### src/rtl/intbus_if.sv
// Host command / response channel and slave bus of the internal register bus bridge.
// The bridge uses the slave view; the host and the bus slaves together use the master view.
interface intbus_if #(
    parameter int ADDR_W = 32,
    parameter int DATA_W = 32
);
    logic              cmd_valid;
    logic              cmd_ready;
    logic              cmd_write;
    logic [ADDR_W-1:0] cmd_base;
    logic [ADDR_W-1:0] cmd_offs;
    logic [DATA_W-1:0] cmd_wdata;
    logic              rsp_valid;
    logic [DATA_W-1:0] rsp_rdata;
    logic              rsp_err;
    logic [ADDR_W-1:0] bus_addr;
    logic [DATA_W-1:0] bus_wdata;
    logic              bus_wr;
    logic              bus_rd;
    logic [DATA_W-1:0] bus_rdata;
    logic              bus_rvalid;

    modport slave (
        input  cmd_valid, cmd_write, cmd_base, cmd_offs, cmd_wdata, bus_rdata, bus_rvalid,
        output cmd_ready, rsp_valid, rsp_rdata, rsp_err, bus_addr, bus_wdata, bus_wr, bus_rd
    );

    modport master (
        output cmd_valid, cmd_write, cmd_base, cmd_offs, cmd_wdata, bus_rdata, bus_rvalid,
        input  cmd_ready, rsp_valid, rsp_rdata, rsp_err, bus_addr, bus_wdata, bus_wr, bus_rd
    );
endinterface

### src/rtl/intbus_interf.sv
// Bridge from single-outstanding host commands to strobed register-bus accesses,
// with a read timeout that returns 0xDEADBEEF and an error flag.
//
// state | meaning
// IDLE  | waiting for a host command (only state with cmd_ready)
// WR    | bus_wr strobe cycle
// RD    | bus_rd strobe cycle, timeout counter cleared
// WAIT  | waiting for bus_rvalid or timeout
// RESP  | rsp_valid pulse to the host
module intbus_interf #(
    parameter int ADDR_W  = 32,
    parameter int DATA_W  = 32,
    parameter int TIMEOUT = 16
) (
    input  logic clk,
    input  logic resetn,
    intbus_if.slave ifc
);
    localparam int CNT_W = (TIMEOUT > 1) ? $clog2(TIMEOUT) : 1;
    localparam logic [CNT_W-1:0] CNT_LAST = CNT_W'(TIMEOUT - 1);

    typedef enum logic [2:0] {IDLE, WR, RD, WAIT, RESP} state_t;

    state_t            state, state_nxt;
    logic [CNT_W-1:0]  cnt;
    logic [ADDR_W-1:0] addr_q;
    logic [DATA_W-1:0] wdata_q;
    logic [DATA_W-1:0] rdata_q;
    logic              err_q;
    logic              accept;
    logic              expired;

    // Ready is gated by resetn so it stays low throughout reset.
    assign ifc.cmd_ready = (state == IDLE) && resetn;
    assign accept        = ifc.cmd_valid && ifc.cmd_ready;
    assign expired       = (cnt == CNT_LAST);

    always_ff @(posedge clk or negedge resetn) begin
        if (!resetn) begin
            state <= IDLE;
        end else begin
            state <= state_nxt;
        end
    end

    always_comb begin
        state_nxt = state;
        case (state)
            IDLE: if (accept) state_nxt = ifc.cmd_write ? WR : RD;
            WR:   state_nxt = RESP;
            RD:   state_nxt = WAIT;
            WAIT: if (ifc.bus_rvalid || expired) state_nxt = RESP;
            RESP: state_nxt = IDLE;
            default: state_nxt = IDLE;
        endcase
    end

    always_ff @(posedge clk or negedge resetn) begin
        if (!resetn) begin
            cnt     <= '0;
            addr_q  <= '0;
            wdata_q <= '0;
            rdata_q <= '0;
            err_q   <= 1'b0;
        end else begin
            if (accept) begin
                addr_q  <= ifc.cmd_base + ifc.cmd_offs;
                wdata_q <= ifc.cmd_wdata;
                rdata_q <= '0;
                err_q   <= 1'b0;
            end
            if (state == RD) begin
                cnt <= '0;
            end
            // Data wins over a timeout that expires in the same cycle.
            if (state == WAIT) begin
                if (ifc.bus_rvalid) begin
                    rdata_q <= ifc.bus_rdata;
                    err_q   <= 1'b0;
                end else if (expired) begin
                    rdata_q <= DATA_W'(32'hDEADBEEF);
                    err_q   <= 1'b1;
                end else begin
                    cnt <= cnt + CNT_W'(1);
                end
            end
        end
    end

    assign ifc.bus_wr    = (state == WR);
    assign ifc.bus_rd    = (state == RD);
    assign ifc.rsp_valid = (state == RESP);
    assign ifc.bus_addr  = addr_q;
    assign ifc.bus_wdata = wdata_q;
    assign ifc.rsp_rdata = rdata_q;
    assign ifc.rsp_err   = err_q;
endmodule

### src/flat_wrapper.sv
// flat-port wrapper written by rule: the top's interface ports become plain ports
module intbus_interf_flat 
#(
    parameter int ADDR_W  = 32,
    parameter int DATA_W  = 32,
    parameter int TIMEOUT = 16
)
  (clk, resetn, ifc_cmd_valid, ifc_cmd_write, ifc_cmd_base, ifc_cmd_offs, ifc_cmd_wdata, ifc_bus_rdata, ifc_bus_rvalid, ifc_cmd_ready, ifc_rsp_valid, ifc_rsp_rdata, ifc_rsp_err, ifc_bus_addr, ifc_bus_wdata, ifc_bus_wr, ifc_bus_rd);
  intbus_if #(.ADDR_W(ADDR_W), .DATA_W(DATA_W)) ifc_i ();
  input  logic clk;
  input  logic resetn;
  input wire logic [$bits(ifc_i.cmd_valid)-1:0] ifc_cmd_valid;
  input wire logic [$bits(ifc_i.cmd_write)-1:0] ifc_cmd_write;
  input wire logic [$bits(ifc_i.cmd_base)-1:0] ifc_cmd_base;
  input wire logic [$bits(ifc_i.cmd_offs)-1:0] ifc_cmd_offs;
  input wire logic [$bits(ifc_i.cmd_wdata)-1:0] ifc_cmd_wdata;
  input wire logic [$bits(ifc_i.bus_rdata)-1:0] ifc_bus_rdata;
  input wire logic [$bits(ifc_i.bus_rvalid)-1:0] ifc_bus_rvalid;
  output wire logic [$bits(ifc_i.cmd_ready)-1:0] ifc_cmd_ready;
  output wire logic [$bits(ifc_i.rsp_valid)-1:0] ifc_rsp_valid;
  output wire logic [$bits(ifc_i.rsp_rdata)-1:0] ifc_rsp_rdata;
  output wire logic [$bits(ifc_i.rsp_err)-1:0] ifc_rsp_err;
  output wire logic [$bits(ifc_i.bus_addr)-1:0] ifc_bus_addr;
  output wire logic [$bits(ifc_i.bus_wdata)-1:0] ifc_bus_wdata;
  output wire logic [$bits(ifc_i.bus_wr)-1:0] ifc_bus_wr;
  output wire logic [$bits(ifc_i.bus_rd)-1:0] ifc_bus_rd;
  assign ifc_i.cmd_valid = ifc_cmd_valid;
  assign ifc_i.cmd_write = ifc_cmd_write;
  assign ifc_i.cmd_base = ifc_cmd_base;
  assign ifc_i.cmd_offs = ifc_cmd_offs;
  assign ifc_i.cmd_wdata = ifc_cmd_wdata;
  assign ifc_i.bus_rdata = ifc_bus_rdata;
  assign ifc_i.bus_rvalid = ifc_bus_rvalid;
  assign ifc_cmd_ready = ifc_i.cmd_ready;
  assign ifc_rsp_valid = ifc_i.rsp_valid;
  assign ifc_rsp_rdata = ifc_i.rsp_rdata;
  assign ifc_rsp_err = ifc_i.rsp_err;
  assign ifc_bus_addr = ifc_i.bus_addr;
  assign ifc_bus_wdata = ifc_i.bus_wdata;
  assign ifc_bus_wr = ifc_i.bus_wr;
  assign ifc_bus_rd = ifc_i.bus_rd;
  intbus_interf #(.ADDR_W(ADDR_W), .DATA_W(DATA_W), .TIMEOUT(TIMEOUT)) u_core (.clk(clk), .resetn(resetn), .ifc(ifc_i));
endmodule
### config.mk
export PLATFORM = sky130hd
export DESIGN_NAME = intbus_interf_flat
export DESIGN_NICKNAME = d
export VERILOG_FILES = /design/src/rtl/intbus_if.sv /design/src/rtl/intbus_interf.sv /design/src/flat_wrapper.sv
export SDC_FILE = /design/constraint.sdc
export NUM_CORES = 1
export LEC_CHECK = 0
export CAP_MARGIN = 5
export CORE_MARGIN = 2
export CORE_UTILIZATION = 35
export CTS_CLUSTER_DIAMETER = 200
export DETAILED_ROUTE_END_ITERATION = 7
export PLACE_DENSITY = 0.73
export REMOVE_ABC_BUFFERS = 1
export SETUP_SLACK_MARGIN = 0.2
export SLEW_MARGIN = 20
export SYNTH_ARGS = -nofsm -noshare
export SYNTH_HDL_FRONTEND = slang
export SYNTH_SLANG_ARGS = --single-unit
### constraint.sdc
create_clock -name clk -period 2.2 [get_ports clk]
set_input_delay 0.66 -clock clk [delete_from_list [all_inputs] [get_ports clk]]
set_output_delay 0.66 -clock clk [all_outputs]
set_load 0.01 [all_outputs]
==> results of run 1 <==
==> cells by family after synthesis <==
logic type	count (synthesis)	synth area share
buf+inv	37	0.0257
xor+xnor	25	0.0378
compound gates	181	0.203
flops	104	0.450
fa+ha+maj	33	0.0727
simple gates	285	0.211
==> cells in the mapped netlist, drive strengths merged, types with 2 or more instances <==
master	n	area, um2
nand3b	2	15.0
a21oi	73	373
xor2	12	105
and3	5	32.5
a211o	4	35.0
nor2	70	263
a22o	8	70.1
a211oi	7	62.6
or3	3	18.8
buf	6	32.5
nand3	15	75.1
nor4	5	31.3
o31ai	4	35.0
nor3	5	25.0
a2111oi	2	55.1
and2	3	18.8
o21bai	5	41.3
or4	3	22.5
ha	32	400
xnor2	13	114
nand2	157	589
o31a	3	26.3
a21o	16	120
nand4	4	25.0
a221oi	3	26.3
dfrtp	104	2600
nor2b	3	18.8
clkbuf	23	86.3
o21a	5	37.5
o211ai	2	15.0
nand2b	2	12.5
and3b	2	17.5
o21ai	41	209
o311ai	3	26.3
nor3b	2	15.0
inv	8	30.0
==> final timing paths <==
check | end | slack (ps) | cells past startpoint
max | u_core.ifc.bus_addr[23] | -370 | 14
min in group clk | u_core.ifc.bus_wdata[25] | 470 | 2
min reg2reg | u_core.ifc.bus_wdata[25] | 470 | 2
max in group asynchronous | u_core.state[1] | 530 | 3
max reg2reg | u_core.ifc.bus_addr[8] | 250 | 9
min | u_core.ifc.bus_addr[11] | 470 | 2
==> final cells by class <==
class,count,share of cell area
Sequential cell,104,0.245
Clock buffer,10,0.0216
Multi-Input combinational cell,524,0.359
Clock inverter,6,0.00790
Inverter,8,0.00283
Tap cell,220,0.0259
Timing Repair Buffer,396,0.338
==> registers in the layout (all words and copies together), names as in the netlist <==
| signal | count |
|---|---|
| u_core.state | 3 |
| u_core.ifc.rsp_err | 1 |
| u_core.ifc.bus_wdata | 32 |
| u_core.ifc.bus_addr | 32 |
| u_core.ifc.rsp_rdata | 32 |
| u_core.cnt | 4 |
==> routing by layer <==
metal / part of all wire / GRT usage / vias to the layer above
met1: 0.41 / 0.279 / 3078
met5: 0 / 0 / -
met2: 0.51 / 0.392 / 244
li1: - / - / 3079
met3: 0.048 / 0.0395 / 44
met4: 0.033 / 0.0938 / 0
==> stage by stage <==
step	util	TNS [ps]	total power, mW
2_1_floorplan	-	-118470	5.00
3_3_place_gp	0.563	-23780	7.79
3_5_place_dp	0.563	-26010	7.88
4_1_cts	0.638	-2860	10.0
5_1_grt	0.649	-5260	10.7
6_report	0.649	-3880	10.2
==> what timing repair did <==
item                       CTS  global route
gates cloned                 0             0
resized for setup          273            39
buffers inserted            37             7
setup endpoints to repair   32            32
pin swaps                   93            34
==> power by group <==
part           switching (mW)  internal, mW
Combinational            2.39          2.85
Sequential              0.465          2.74
Clock                   0.726         0.995
==> summary.md, run 1 <==
| Metric | Value |
|---|---|
| CTS sink cnt | `104` |
| Multi-input gate area | `between 3000 and 4000 um2` |
| Clk pin slew, worst setup/hold paths | `70 ps` |
| Critical path required time | `about 2400 ps` |
| Initial antenna violation count | `0` |
| Row cnt | `47` |
| Worst-case clock buffer depth | `2` |
| RSZ-0062 raised after global routing | `yes` |
| DR WL/cell | `16.7 um` |
| CTS tree | `yes` |
| Hold Path Class | `in2async` |
| Non-filler instance count after layout | `around 1300` |
| 1st-pass router iterations | `5` |
| Fin nets | `approximately 1200` |
| Crit-path max cell delay | `330 ps` |
| Num CTS Buffers | `9` |
| Initial DRC count | `432` |
| Slowest-stage cell, CP | `a211oi_4` |
| Mean number of vias per cell | `a little over 5` |
| Worst Path Max Fanout | `4` |
| CP Capture Type | `flip-flop` |
| Wire length of the first global-routing pass | `32100 um` |
| Number of enable flip-flop cells after synthesis | `0` |
| Reg area | `approximately 2600 um2` |
| Pre-CTS setup slack | `-1320 ps` |
| FFs w/ async S/R, synth | `1.00` |
| DRT antenna net count | `0` |
| Via count | `~6400` |
| Post-CTS Hold Buffers | `0` |
| Syn avg cell area | `approximately 8.7 um2` |
| Commonest non-fill, non-tap cell in the layout | `clkdlybuf4s50_1` |
| PnR worst setup slack | `-373 ps` |
| Setup crit start kind | `primary input` |
| Crit. Startpoint | `ifc_cmd_offs[0]` |
| Most used DFF post-synth | `dfrtp_1` |
| Starting Density | `0.354` |
| Worst Clk Skew | `about 10 ps` |
| Worst-Margin Slew | `just over 700 ps` |
| Placeable Area | `approximately 16000 um2` |
| Final period util | `1.17` |
| Leakage power | `between 4 and 5 nW` |
| GRT Total Usage | `0.226` |
| CTS root buf | `clkbuf_16` |
| Die X-Extent | `between 100 and 150 um` |
| Max Slew Vio Count | `0` |
| Violated checks | `negative setup slack` |
| Critical path's top delay family | `compound AO/OA/AOI/OAI gates` |
| Die Y | `around 130 um` |
| Area added between synthesis and finish | `83.5%` |
| Arr. time, crit path | `2800 ps` |
| Mapped Area | `approximately 5800 um2` |
| PwrDens | `approximately 960 nW/um2` |
| H-tree Lvls | `3` |
| Total Die Area | `17600 um2` |
| Placer Congestion | `~0.89` |
| Dpl hpwl | `14100 um` |
| Total gr overflow | `0` |
| Max VDD drop | `around 0.48 mV` |
| Fill count | `between 1000 and 1500` |
| Final hold violations | `0` |
| Post-Route WL | `between 20000 and 25000 um` |
| Cells after DPL | `around 1200` |
| DRC viols | `0` |
| Io pins | `approximately 230` |
| Commonest non-fill, non-tap cells in the layout | `182 x clkdlybuf4s50_1, 149 x nand2_1, 135 x buf_4` |
| Fraction of layout cells with a size suffix above 1 | `0.303` |
| Slew margin rel. | `0.525` |
| Final instance area | `10600 um2` |
| Synthesized instance count | `roughly 670` |
| Final Critical Period | `~2600 ps` |
| RR Startpoint | `u_core.state[1]` |
| Largest net degree at the start of global routing | `58` |
| Cells along the critical path | `buf_8 > ha_4 > buf_6 > buf_6 > a211oi_4 > o311ai_4 > a211oi_2 > a21oi_2 > o21ai_1 > buf_4 > buf_6 > buf_6 > xnor2_2 > o21ai_1` |
| Antenna diode count | `0` |
| Cell variety after synth | `54` |
| Vias in the first global route | `around 6400` |
| Hold Slack | `about 470 ps` |
| Setup violators final | `18` |
| Placed Area | `between 9000 and 10000 um2` |
| Status | `finished with violations` |
| Fmax | `just under 0.4 GHz` |
| Port Buffers | `~230` |
| Sum of buffers and inverters on the critical path | `6` |
| Worst-skew pair later-pin latency | `around 350 ps` |
| Post-synthesis sequential area ratio | `0.450` |
| Synth Register Bits | `104` |
| Max cap viols | `0` |
| Kind of critical path | `in2reg` |
| Yosys warnings | `0` |
| Cell mode on critical path | `buf_6` |
Note: power is estimated with default switching activity, not from simulation.
==> run 2: changes to the inputs <==
--- a/config.mk
+++ b/config.mk
@@ -10,6 +10,7 @@
 export CORE_UTILIZATION = 35
 export CTS_CLUSTER_DIAMETER = 200
 export DETAILED_ROUTE_END_ITERATION = 7
+export GPL_TIMING_DRIVEN = 0
 export PLACE_DENSITY = 0.73
 export REMOVE_ABC_BUFFERS = 1
 export SETUP_SLACK_MARGIN = 0.2
==> summary.md, run 2 (synthesis results as in run 1) <==
| Metric | Value |
|---|---|
| GRT Total Usage | `0.231` |
| Dpl hpwl | `12900 um` |
| Fin nets | `1123` |
| Max Slew Vio Count | `0` |
| Sw Ratio | `0.357` |
| Total gr overflow | `0` |
| Leakage power | `4.55 nW` |
| Kind of critical path | `in2reg` |
| Final hold violations | `0` |
| Critical path endpoint | `u_core.ifc.bus_addr[30]` |
| Fraction of layout cells with a size suffix above 1 | `0.255` |
| Non-filler instance count after layout | `~1200` |
| PwrDens | `967 nW/um2` |
| Worst Clk Skew | `8.29 ps` |
| Initial antenna violation count | `0` |
| Antenna diode count | `0` |
| Clk pin slew, worst setup/hold paths | `around 70 ps` |
| Wire length of the first global-routing pass | `between 30000 and 40000 um` |
| Port Buffers | `between 200 and 250` |
| Area added between synthesis and finish | `75.2%` |
| Max cap viols | `0` |
| 1st-pass router iterations | `5` |
| Arr. time, crit path | `roughly 2800 ps` |
| Reg area | `2610 um2` |
| Switching power | `3.49 mW` |
| Worst-skew pair later-pin latency | `between 300 and 400 ps` |
| Row cnt | `47` |
| Final Critical Period | `2510 ps` |
| R2R depth | `6` |
| DRC viols | `0` |
| Status | `finished with violations` |
| Max VDD drop | `0.473 mV` |
| Violated checks | `negative setup slack` |
| Hold Path Class | `in2async` |
| Sequential share of power | `0.326` |
| Slew margin rel. | `0.657` |
| CTS tree | `yes` |
| H-tree Lvls | `3` |
| Starting Density | `0.354` |
| CP Capture Type | `flip-flop` |
| RSZ-0062 raised after global routing | `yes` |
| Largest net degree at the start of global routing | `37` |
| Final period util | `1.14` |
| Vias in the first global route | `just over 6000` |
| Combinational Power Share | `0.516` |
| Die Y | `133 um` |
| Num CTS Buffers | `9` |
| Worst-case clock buffer depth | `2` |
| Placer Congestion | `approximately 0.85` |
| Fill count | `approximately 1300` |
| Multi-input gate area | `a little under 4000 um2` |
| Worst reg2reg endpoint | `u_core.ifc.bus_addr[20]` |
| Io pins | `around 230` |
| Reg2reg setup slack | `160 ps` |
| Placeable Area | `roughly 16000 um2` |
| Setup crit start kind | `primary input` |
| Cells after DPL | `approximately 1100` |
| Mean number of vias per cell | `approximately 5.3` |
| Die X-Extent | `between 100 and 150 um` |
| Post-CTS Hold Buffers | `0` |
| Crit. Startpoint | `ifc_cmd_offs[0]` |
| RR Startpoint | `u_core.state[2]` |
| Post-Route WL | `between 20000 and 25000 um` |
| Worst Path Max Fanout | `3` |
| Worst-Margin Slew | `about 510 ps` |
| Clk pwr share | `0.158` |
| Via count | `between 6000 and 7000` |
| Internal power consumption | `roughly 6.3 mW` |
| Hold Slack | `between 150 and 200 ps` |
| CTS sink cnt | `between 100 and 150` |
| DRT antenna net count | `0` |
| PnR worst setup slack | `-308 ps` |
| Setup violators final | `20` |
| Total Die Area | `17600 um2` |
| Commonest non-fill, non-tap cells in the layout | `180 x clkdlybuf4s50_1, 148 x nand2_1, 101 x dfrtp_1` |
| Initial DRC count | `about 350` |
| DR WL/cell | `between 15 and 20 um` |
| CTS root buf | `clkbuf_16` |
| Fmax | `about 0.40 GHz` |
| Commonest non-fill, non-tap cell in the layout | `clkdlybuf4s50_1` |
| Critical path required time | `2460 ps` |
run 2: cell types whose count changed in the layout (fill, tap and decap cells not counted), sizes merged:
cell           previous run  this run
clkdlybuf4s15             3         8
clkdlybuf4s50           182       180
dlymetal6s2s              3         1
bufinv                    2         1
bufbuf                    0         2
buf                     193       100
clkinv                    4         0
nand2                   157       158
clkbuf                   12        16
dlygate4sd2              13        15
run 2: power by group through the flow:
stage | logic (mW) | registers [mW] | clock network (mW)
6_report | 5.05 | 3.20 | 1.55
4_1_cts | 4.89 | 3.19 | 1.60
5_1_grt | 5.42 | 3.30 | 1.66
2_1_floorplan | 1.41 | 3.58 | 0
3_3_place_gp | 4.21 | 3.19 | 0
3_5_place_dp | 4.29 | 3.23 | 0
run 2: through the flow:
stage	util	total power [mW]	setup WS, ps	TNS [ps]	area (um2)
floorplan	-	5.00	-1800	-118470	5670
global placement	0.506	7.40	-7080	-1012860	8270
detailed placement	0.512	7.52	-1490	-113350	8370
CTS	0.604	9.68	-357	-2860	9870
global route	0.620	10.4	-383	-5120	10100
finish	0.620	9.80	-308	-4210	10100
run 2: metal layers:
metal | global-route usage | vias to the layer above | share of wire
li1 | - | 2904 | -
met1 | 0.286 | 3016 | 0.41
met2 | 0.400 | 257 | 0.51
met3 | 0.0345 | 48 | 0.047
met4 | 0.103 | 0 | 0.033
met5 | 0 | - | 0
run 2: area by class of cell:
type / count / share of cell area
clock inverter: 1 / 0.00296
clock buffer: 13 / 0.0237
tap: 220 / 0.0272
timing repair buffer: 309 / 0.300
inverter: 8 / 0.00296
sequential: 104 / 0.257
multi-input combinational: 525 / 0.386
run 2: worst min path at each step:
stage / from / to / slack (ps) / depth (start not counted)
global route: resetn / u_core.ifc.rsp_rdata[26] / 150 / 1
detailed placement: u_core.ifc.bus_wdata[21] / u_core.ifc.bus_wdata[21] / 460 / 2
global placement: u_core.ifc.bus_wdata[13] / u_core.ifc.bus_wdata[13] / 460 / 2
floorplan: resetn / u_core.cnt[0] / 360 / 0
CTS: resetn / u_core.ifc.rsp_rdata[19] / 130 / 1
finish: resetn / u_core.ifc.rsp_rdata[26] / 150 / 1
run 2: what timing repair did:
item,4_1_cts,5_1_grt
endpoints found under the setup margin,105,81
buffers inserted,56,12
gates resized for setup,297,52
gates cloned,4,1
pin swaps,73,29
run 2: worst max-delay path: stages:
cell and delay [ps]:
buf_6 100, ha_4 160, fa_2 400, a21oi_4 220
o221ai_2 150, o31ai_4 260, o31ai_2 140, and3b_1 200
o31a_1 250, o31ai_2 220
==> run 3: changes to the inputs <==
--- a/config.mk
+++ b/config.mk
@@ -11,6 +11,7 @@
 export CTS_CLUSTER_DIAMETER = 200
 export DETAILED_ROUTE_END_ITERATION = 7
 export GPL_TIMING_DRIVEN = 0
+export HOLD_SLACK_MARGIN = 0.08
 export PLACE_DENSITY = 0.73
 export REMOVE_ABC_BUFFERS = 1
 export SETUP_SLACK_MARGIN = 0.2
==> results of run 3 <==
No change in the layout: final DEF, timing and power equal those of run 2.
